[config.mk]
export PLATFORM = sky130hd
export DESIGN_NAME = pipe_controller
export DESIGN_NICKNAME = d
export VERILOG_FILES = /design/src/rtl/mips_pkg.sv /design/src/rtl/ctrl_decode.sv /design/src/rtl/pipe_controller.sv
export SDC_FILE = /design/constraint.sdc
export NUM_CORES = 1
export LEC_CHECK = 0
export CORE_MARGIN = 3
export CORE_UTILIZATION = 44
export DETAILED_ROUTE_END_ITERATION = 8
export GPL_TIMING_DRIVEN = 0
export PLACE_DENSITY = 0.89
export REMOVE_ABC_BUFFERS = 1
export SYNTH_ARGS = -nofsm -noshare
export SYNTH_HDL_FRONTEND = slang
export SYNTH_SLANG_ARGS = --single-unit
export TNS_END_PERCENT = 5
[constraint.sdc]
create_clock -name clk -period 2 [get_ports clk]
set_input_delay 0.3 -clock clk [delete_from_list [all_inputs] [get_ports clk]]
set_output_delay 0.3 -clock clk [all_outputs]
set_load 0.03 [all_outputs]
[src/rtl/mips_pkg.sv]
// ---------------------------------------------------------------------------
// mips_pkg : opcode/funct/ALU/forward-select encodings and the control word
// Rev 1.0
// ---------------------------------------------------------------------------
`default_nettype none

package mips_pkg;

  localparam logic [5:0] OP_RTYPE = 6'b000000;
  localparam logic [5:0] OP_LW    = 6'b100011;
  localparam logic [5:0] OP_SW    = 6'b101011;
  localparam logic [5:0] OP_BEQ   = 6'b000100;
  localparam logic [5:0] OP_ADDI  = 6'b001000;

  localparam logic [5:0] FUNCT_ADD = 6'b100000;
  localparam logic [5:0] FUNCT_SUB = 6'b100010;
  localparam logic [5:0] FUNCT_AND = 6'b100100;
  localparam logic [5:0] FUNCT_OR  = 6'b100101;
  localparam logic [5:0] FUNCT_SLT = 6'b101010;

  localparam logic [2:0] ALU_ADD = 3'b010;
  localparam logic [2:0] ALU_SUB = 3'b110;
  localparam logic [2:0] ALU_AND = 3'b000;
  localparam logic [2:0] ALU_OR  = 3'b001;
  localparam logic [2:0] ALU_SLT = 3'b111;

  localparam logic [1:0] FWD_RF  = 2'b00;
  localparam logic [1:0] FWD_WB  = 2'b01;
  localparam logic [1:0] FWD_MEM = 2'b10;

  typedef struct packed {
    logic       regwrite;
    logic       memtoreg;
    logic       memwrite;
    logic       branch;
    logic       alusrc;
    logic       regdst;
    logic [2:0] alucontrol;
  } ctrl_t;

  localparam ctrl_t CTRL_NOP = '0;

  // Execute operand select; register $0 is never forwarded and M beats W.
  function automatic logic [1:0] fwd_sel(input logic [4:0] src,
                                         input logic [4:0] wreg_m,
                                         input logic       rw_m,
                                         input logic [4:0] wreg_w,
                                         input logic       rw_w);
    if (src != 5'd0 && src == wreg_m && rw_m)      return FWD_MEM;
    else if (src != 5'd0 && src == wreg_w && rw_w) return FWD_WB;
    else                                           return FWD_RF;
  endfunction

endpackage

`default_nettype wire

[src/rtl/ctrl_decode.sv]
// ---------------------------------------------------------------------------
// ctrl_decode : combinational main decoder plus ALU decoder
// Rev 1.0
// ---------------------------------------------------------------------------
`default_nettype none

module ctrl_decode
  import mips_pkg::*;
(
  input  logic [5:0] op,
  input  logic [5:0] funct,
  output ctrl_t      ctrl
);

  always_comb begin
    ctrl = CTRL_NOP;
    case (op)
      OP_RTYPE: begin
        ctrl.regwrite = 1'b1;
        ctrl.regdst   = 1'b1;
        case (funct)
          FUNCT_ADD: ctrl.alucontrol = ALU_ADD;
          FUNCT_SUB: ctrl.alucontrol = ALU_SUB;
          FUNCT_AND: ctrl.alucontrol = ALU_AND;
          FUNCT_OR:  ctrl.alucontrol = ALU_OR;
          FUNCT_SLT: ctrl.alucontrol = ALU_SLT;
          default:   ctrl = CTRL_NOP;
        endcase
      end
      OP_LW: begin
        ctrl.regwrite   = 1'b1;
        ctrl.alusrc     = 1'b1;
        ctrl.memtoreg   = 1'b1;
        ctrl.alucontrol = ALU_ADD;
      end
      OP_SW: begin
        ctrl.memwrite   = 1'b1;
        ctrl.alusrc     = 1'b1;
        ctrl.alucontrol = ALU_ADD;
      end
      OP_BEQ: begin
        ctrl.branch     = 1'b1;
        ctrl.alucontrol = ALU_SUB;
      end
      OP_ADDI: begin
        ctrl.regwrite   = 1'b1;
        ctrl.alusrc     = 1'b1;
        ctrl.alucontrol = ALU_ADD;
      end
      default: ctrl = CTRL_NOP;
    endcase
  end

endmodule

`default_nettype wire

[src/rtl/pipe_controller.sv]
// ---------------------------------------------------------------------------
// pipe_controller : pipelined control word (E/M/W) plus hazard/forward unit
// Rev 1.0
// ---------------------------------------------------------------------------
`default_nettype none

module pipe_controller
  import mips_pkg::*;
(
  input  logic       clk,
  input  logic       reset,
  input  logic [5:0] op,
  input  logic [5:0] funct,
  input  logic       equalID,
  input  logic [4:0] rsD,
  input  logic [4:0] rtD,
  input  logic [4:0] rsE,
  input  logic [4:0] rtE,
  input  logic [4:0] writeregE,
  output logic       pcsrcD,
  output logic       regdstE,
  output logic       alusrcE,
  output logic [2:0] alucontrolE,
  output logic       memwriteM,
  output logic       memtoregW,
  output logic       regwriteW,
  output logic       stallF,
  output logic       stallD,
  output logic       flushE,
  output logic       forwardAD,
  output logic       forwardBD,
  output logic [1:0] forwardAE,
  output logic [1:0] forwardBE
);

  ctrl_t      dec;
  logic       regwriteE, memtoregE, memwriteE;
  logic       regwriteM, memtoregM;
  logic [4:0] writeregM, writeregW;
  logic       lwstall, branchstall;

  ctrl_decode u_ctrl_decode (
    .op    (op),
    .funct (funct),
    .ctrl  (dec)
  );

  // A flush inserts a bubble into E while M and W keep advancing.
  always_ff @(posedge clk) begin
    if (reset || flushE) begin
      regwriteE   <= 1'b0;
      memtoregE   <= 1'b0;
      memwriteE   <= 1'b0;
      alucontrolE <= 3'b000;
      alusrcE     <= 1'b0;
      regdstE     <= 1'b0;
    end else begin
      regwriteE   <= dec.regwrite;
      memtoregE   <= dec.memtoreg;
      memwriteE   <= dec.memwrite;
      alucontrolE <= dec.alucontrol;
      alusrcE     <= dec.alusrc;
      regdstE     <= dec.regdst;
    end
  end

  always_ff @(posedge clk) begin
    if (reset) begin
      regwriteM <= 1'b0;
      memtoregM <= 1'b0;
      memwriteM <= 1'b0;
      writeregM <= 5'd0;
      regwriteW <= 1'b0;
      memtoregW <= 1'b0;
      writeregW <= 5'd0;
    end else begin
      regwriteM <= regwriteE;
      memtoregM <= memtoregE;
      memwriteM <= memwriteE;
      writeregM <= writeregE;
      regwriteW <= regwriteM;
      memtoregW <= memtoregM;
      writeregW <= writeregM;
    end
  end

  assign pcsrcD = dec.branch & equalID & ~reset;

  assign forwardAD = (rsD != 5'd0) && (rsD == writeregM) && regwriteM;
  assign forwardBD = (rtD != 5'd0) && (rtD == writeregM) && regwriteM;
  assign forwardAE = fwd_sel(rsE, writeregM, regwriteM, writeregW, regwriteW);
  assign forwardBE = fwd_sel(rtE, writeregM, regwriteM, writeregW, regwriteW);

  // Stall detection deliberately does not exempt $0.
  assign lwstall     = memtoregE && ((rsD == rtE) || (rtD == rtE));
  assign branchstall = dec.branch &&
                       ((regwriteE && ((writeregE == rsD) || (writeregE == rtD))) ||
                        (memtoregM && ((writeregM == rsD) || (writeregM == rtD))));

  assign stallF = lwstall | branchstall;
  assign stallD = lwstall | branchstall;
  assign flushE = lwstall | branchstall;

endmodule

`default_nettype wire

======== Word-level counts from Yosys, hierarchy flattened ========
Cells that the tools add are included.
word-level totals
  register bits ........................... 23
  input bits .............................. 40
  output and inout bits ................... 18
  logic and storage cells ................. 81
operators by class
  equality and inequality tests ........... 21
  multiplexer cells ....................... 12
  bitwise logic cells ..................... 5
  reduce and logical (&&, ||, !) cells .... 30
operators by type and width
  operator                                                          count
  5-bit == test                                                     12
  6-bit == test (second input constant)                             7
  5-bit nonzero test                                                4
  1-bit logical AND                                                 16
  3-bit one-hot mux with 4 select lines                             1
  1-bit one-hot mux with 2 select lines                             5
  3-bit one-hot mux with 3 select lines                             1
  6-bit by 3-bit == test with 1-bit output (second input constant)  1
  6-bit by 4-bit == test with 1-bit output (second input constant)  1
  6-bit zero test                                                   1
  6-bit 2-to-1 mux                                                  1
  1-bit logical OR                                                  5
  5-bit OR reduction                                                1
  2-bit 2-to-1 mux                                                  2
  2-bit OR reduction                                                2
  3-bit OR reduction                                                1
  1-bit bitwise AND                                                 2
  1-bit 2-to-1 mux                                                  2
  1-bit inverter                                                    2
  1-bit bitwise OR                                                  1

======== Depth between registers and ports, before layout ========
  depth after elaboration ................. 8
  depth in mapped cells ................... 7
  depth with buffers taken out ............ 5

======== Cells and area by module ========
Synthesis repeated with hierarchy kept, for this count alone.
second synthesis, totals
  cells, all modules ...................... 184
  area, all modules ....................... 1,630.3 um^2
modules (own cells, without submodules)
  module           times used  cells each  area each (um^2)  seq. area each (um^2)
  pipe_controller  1           157         1,416.4           460.4
  ctrl_decode      1           27          214.0             0.0

======== Worst setup path before layout ========
OpenSTA, ideal clock, no wires.
  path kind ............................... input-to-output
  from .................................... input rtE[2]
  to ...................................... output forwardBE[0]
  arrival time ............................ 2.244 ns
  data required time ...................... 1.700 ns
  slack ................................... -0.544 ns
  stages .................................. 5
  path buffers ............................ 1
  cells stage by stage .................... buf_2 -> or4_4 -> nor2_2 -> nor4_1 -> nor4_1
between the ends
  word-level cells in the longest chain between the ends .. 5
  elaborated cells between the ends (all ways) .. 9
  those cells by class .................... eq/ne (2); mux (2); reduce/logical (5)
ends and longest elaborated chain
  element                                              line                            text
  from (decl)                                          pipe_controller.sv:18           input logic [4:0] rtE,
  5-bit == test or 5-bit nonzero test (tied branches)  mips_pkg.sv:50, mips_pkg.sv:49
  1-bit logical AND (2 in a row)                       mips_pkg.sv:50                  else if (src != 5'd0 && src == wreg_w && rw_w) return FWD_WB;
  1-bit 2-to-1 mux                                     mips_pkg.sv:50
  2-bit 2-to-1 mux *                                   mips_pkg.sv:49                  if (src != 5'd0 && src == wreg_m && rw_m) return FWD_MEM;
  to (decl)                                            pipe_controller.sv:33           output logic [1:0] forwardBE
Mark *: on every way between the ends. The rest lies on a longest branch, timed or not.

======== Worst setup path after layout ========
  from .................................... input writeregE[4]
  to ...................................... output flushE
between the ends
  word-level cells in the longest chain between the ends .. 6
  elaborated cells between the ends (all ways) .. 7
  those cells by class .................... eq/ne (2); bitwise (1); reduce/logical (4)
ends and longest elaborated chain
  element              line                    text
  from (decl)          pipe_controller.sv:19   input logic [4:0] writeregE,
  5-bit == test        pipe_controller.sv:97   ((regwriteE && ((writeregE == rsD) || (writeregE == rtD))) ||
  1-bit logical OR *   pipe_controller.sv:97
  1-bit logical AND *  pipe_controller.sv:97
  1-bit logical OR *   pipe_controller.sv:97
  1-bit logical AND *  pipe_controller.sv:96   assign branchstall = dec.branch &&
  1-bit bitwise OR *   pipe_controller.sv:102  assign flushE = lwstall | branchstall;
  to (decl)            pipe_controller.sv:29   output logic flushE,
Marks and branches as above.

==> PnR_summary.wiki <==
{| class="wikitable"
! Metric !! Value
|-
| Power density relative to cell area || 426.6 nW/µm²
|-
| Final worst setup slack || -64.88 ps
|-
| Number of vias per cell after detailed routing || 5.296
|-
| Worst Clk Skew || 6.828 ps
|-
| Distinct cell type count after synthesis || 39
|-
| Standard cell area after detailed placement || around 2100 µm²
|-
| Htree depth || 1
|-
| Achievable clock frequency || 484.3 MHz
|-
| Period utilization || 103.2%
|-
| RSZ-0062 raised after global routing || yes
|-
| Finish-stage setup viols || 4
|-
| Dpl hpwl || ~3000 µm
|-
| Count of buffers inserted at the top-level ports || 57
|-
| Synth Cell Area || between 1500 and 2000 µm²
|-
| Library cell used as clock root buffer || sky130_fd_sc_hd__clkbuf_4
|-
| TritonCTS Buffers || 3
|-
| Share of synthesized area occupied by flip-flops and latches || 29.37%
|-
| Total Die Area || 4315 µm²
|-
| Average wire length per cell after detail routing || 15.86 µm
|-
| CP max-delay cell || sky130_fd_sc_hd__nor4_2
|-
| Finished Cell Area || roughly 2300 µm²
|-
| Depth of the most critical reg-to-reg path || 7
|-
| Largest stage delay on the critical path || 320 ps
|-
| Wire length of the first global-routing pass || 6451 µm
|-
| Number of antenna violations at the first check in global routing || 0
|-
| Maximum number of pins on one net before global-route repair || 18
|-
| Via count of the first global-routing pass || between 1000 and 1500
|-
| Placeable core region || 3390 µm²
|-
| Number of vias after detailed routing || 1467
|-
| Largest driver fanout on the critical path || 3
|-
| Site row count || 21
|-
| Die span in x || between 60 and 70 µm
|-
| Worst Setup Path Type || input pin to output pin
|-
| Total number of yosys warnings || 0
|-
| Data arrival, critical path || 1760 ps
|-
| Placer Congestion || 0.8613
|-
| Area Growth Syn to Fin || 46.29%
|-
| Startpoint Class || input pin
|-
| Number of antenna diodes || 0
|-
| Worst-skew pair later-pin latency || 320 ps
|-
| Number of DRC violations after detailed-routing iteration 0 || 34
|-
| Starting Density || 46.25%
|-
| Tightest slew margin relative to the limit || 55.12%
|-
| Critical path cell sequence || dlygate4sd2_1, xor2_1, nor4_2, a32oi_2, a31oi_4, or2_4, buf_6
|-
| Worst-margin pin slew || 671.1 ps
|-
| Cell count of the worst hold path || 3
|-
| Number of buffers between clock root and the deepest sink || 2
|-
| Share of post-route cells with drive strength above 1 || about a quarter
|-
| Kind of path behind the tightest hold check || input pin to register
|-
| Status || finished with violations
|-
| Endpoint kind of the worst setup timing path || output pin
|-
| Antenna Nets Post-Route || 0
|-
| Largest vdd supply drop || approximately 270 µV
|-
| Minimum period implied by the final worst setup slack || 2065 ps
|-
| Setup_tns || -194.7 ps
|-
| Data required time of the critical path || between 1500 and 2000 ps
|-
| Detailed Routing Iterations Pass 1 || 4
|-
| #FFs+latches synth || 23
|-
| Clock transition at path regs || 130 ps
|-
| Cells after synthesis || around 180
|-
| I/O pins || 58
|-
| Cts-stage hold buffer count || 0
|-
| Number of clock sinks || 23
|-
| Final hold viol count || 0
|-
| Max-slew violation total from the final report || 0
|-
| Die height || 65.69 µm
|-
| CTS tree || done
|-
| Total detailed-routing wirelength || between 4000 and 5000 µm
|-
| DRC || 0
|-
| Total power consumption of the routed design || 0.9783 mW
|-
| Sum of overflow across all layers after global routing || 0
|-
| Violated checks || setup timing
|-
| Post-layout nets || ~270
|-
| Leakage component of the power || 0.8262 nW
|-
| Synth Area per Inst || 8.959 µm²
|-
| Global routing usage summed across all routing layers || 19.51%
|-
| Filler instances || 267
|-
| Count of max-cap constraint violations || 0
|}
## logic make-up (layout without fill, tap and decap cells)
group           count (synthesis)  count (layout)  share of synthesized area [%]
buf+inv                        16              72                          6.065
compound gates                 14              14                          7.822
flops                          23              23                          29.37
simple gates                   72              72                          28.81
xor+xnor                       50              50                          27.93
## final timing paths
kind	startpoint	to	slack (ps)
max	writeregE[4]	flushE	-60
min	op[3]	memwriteE$_SDFF_PP0_	330
max reg2reg	writeregM[0]$_SDFF_PP0_	regdstE$_SDFF_PP0_	320
min reg2reg	memwriteE$_SDFF_PP0_	memwriteM$_SDFF_PP0_	460
## per-stage QoR
stage               worst slack (ps)  instances  hold slack, ps  util (%)
floorplan                     -430.4        161           364.3         -
global placement               -1010        264           443.5     62.20
detailed placement             -1051        264           447.1     62.20
CTS                           -58.10        273           391.3     66.04
global route                  -169.2        277           333.4     67.66
finish                        -64.88        277           332.6     67.66
## synthesized netlist by cell type (all sizes together)
| cell type | count | share of area [%] |
|---|---|---|
| nand3b | 1 | 0.48 |
| or4b | 1 | 0.88 |
| xnor2 | 28 | 16 |
| o32a | 1 | 0.64 |
| o22ai | 1 | 0.40 |
| nor3 | 4 | 1.6 |
| nor3b | 1 | 0.48 |
| a2111oi | 1 | 1.8 |
| dfxtp | 23 | 29 |
| or3 | 1 | 0.40 |
| nand4 | 7 | 2.8 |
| or2 | 2 | 0.80 |
| a32oi | 1 | 1.0 |
| o21ai | 3 | 0.96 |
| nor4bb | 1 | 0.64 |
| nand3 | 4 | 1.3 |
| nand2 | 7 | 1.7 |
| nor4b | 1 | 0.96 |
| clkbuf | 1 | 0.24 |
| xor2 | 22 | 12 |
| nor2b | 15 | 6.0 |
| nor4 | 10 | 4.8 |
| nor2 | 10 | 2.6 |
| buf | 13 | 5.3 |
| a21oi | 5 | 1.8 |
| inv | 2 | 0.48 |
| and2 | 1 | 0.40 |
| nand2b | 1 | 0.40 |
| or4 | 4 | 2.2 |
| a31oi | 2 | 1.2 |
| nand4b | 1 | 0.56 |
## critical path, delay by kind of cell
family / cells / cell delay (ps)
xor gates and xnor gates: 1 / 170
and+or+nand+nor: 2 / 490
buffers and inverters: 2 / 400
AOI/OAI and AO/OA: 2 / 400
## report_power, final
| group | switching, mW | internal (mW) | total, mW |
|---|---|---|---|
| Clock | 0.151 | 0.0750 | 0.226 |
| Combinational | 0.130 | 0.136 | 0.266 |
| Sequential | 0.0168 | 0.469 | 0.486 |
## area by class of cell
| class | instances | area (µm²) | share of cell area [%] |
|---|---|---|---|
| clock buffers | 3 | 22.52 | 0.9820 |
| clock inverters | 1 | 5.005 | 0.2182 |
| inverters | 2 | 7.507 | 0.3273 |
| multi-input cells | 136 | 1089 | 47.46 |
| flip-flops and latches | 23 | 471.7 | 20.57 |
| well taps | 46 | 57.56 | 2.510 |
| repair buffers | 66 | 640.6 | 27.93 |
## state kept, by name, summed over array words and instances, names as in the netlist
register	flops
regwriteM	1
memwriteM	1
memtoregW	1
memtoregM	1
memwriteE	1
alucontrolE	3
alusrcE	1
memtoregE	1
writeregW	5
regdstE	1
writeregM	5
regwriteW	1
regwriteE	1
## placed cells by master, fill, tap and decap left out, types with 2 or more instances in the layout
cell type	count
sky130_fd_sc_hd__clkbuf_4	3
sky130_fd_sc_hd__buf_4	11
sky130_fd_sc_hd__dfxtp_1	18
sky130_fd_sc_hd__dlygate4sd2_1	16
sky130_fd_sc_hd__nand3_2	2
sky130_fd_sc_hd__nand2_1	7
sky130_fd_sc_hd__nand3_1	2
sky130_fd_sc_hd__buf_6	3
sky130_fd_sc_hd__a21oi_1	4
sky130_fd_sc_hd__xnor2_1	28
sky130_fd_sc_hd__nor4_1	4
sky130_fd_sc_hd__nor2b_1	15
sky130_fd_sc_hd__o21ai_0	3
sky130_fd_sc_hd__nand4_1	7
sky130_fd_sc_hd__clkdlybuf4s50_1	19
sky130_fd_sc_hd__or4_1	2
sky130_fd_sc_hd__nor4_2	5
sky130_fd_sc_hd__dfxtp_2	3
sky130_fd_sc_hd__inv_1	2
sky130_fd_sc_hd__dfxtp_4	2
sky130_fd_sc_hd__nor3_2	3
sky130_fd_sc_hd__nor2_1	8
sky130_fd_sc_hd__xor2_1	22
sky130_fd_sc_hd__clkdlybuf4s15_1	2
sky130_fd_sc_hd__clkdlybuf4s15_2	11
sky130_fd_sc_hd__or4_4	2
sky130_fd_sc_hd__dlymetal6s2s_1	2
## per-layer routing
metal | vias to the layer above | part of all wire (%) | global-route usage, %
met1 | 690 | 42 | 22.80
met3 | 11 | 4.6 | 3.248
met4 | 0 | 2.5 | 10.36
li1 | 710 | - | -
met5 | - | 0 | 0
met2 | 56 | 51 | 33.67
## timing repair
action,in CTS,in global routing
pin swaps,12,8
endpoints found under the setup margin,10,10
gates cloned,0,0
buffers inserted,5,4
resized for setup,116,9
Note: power is estimated with default switching activity, not from simulation.
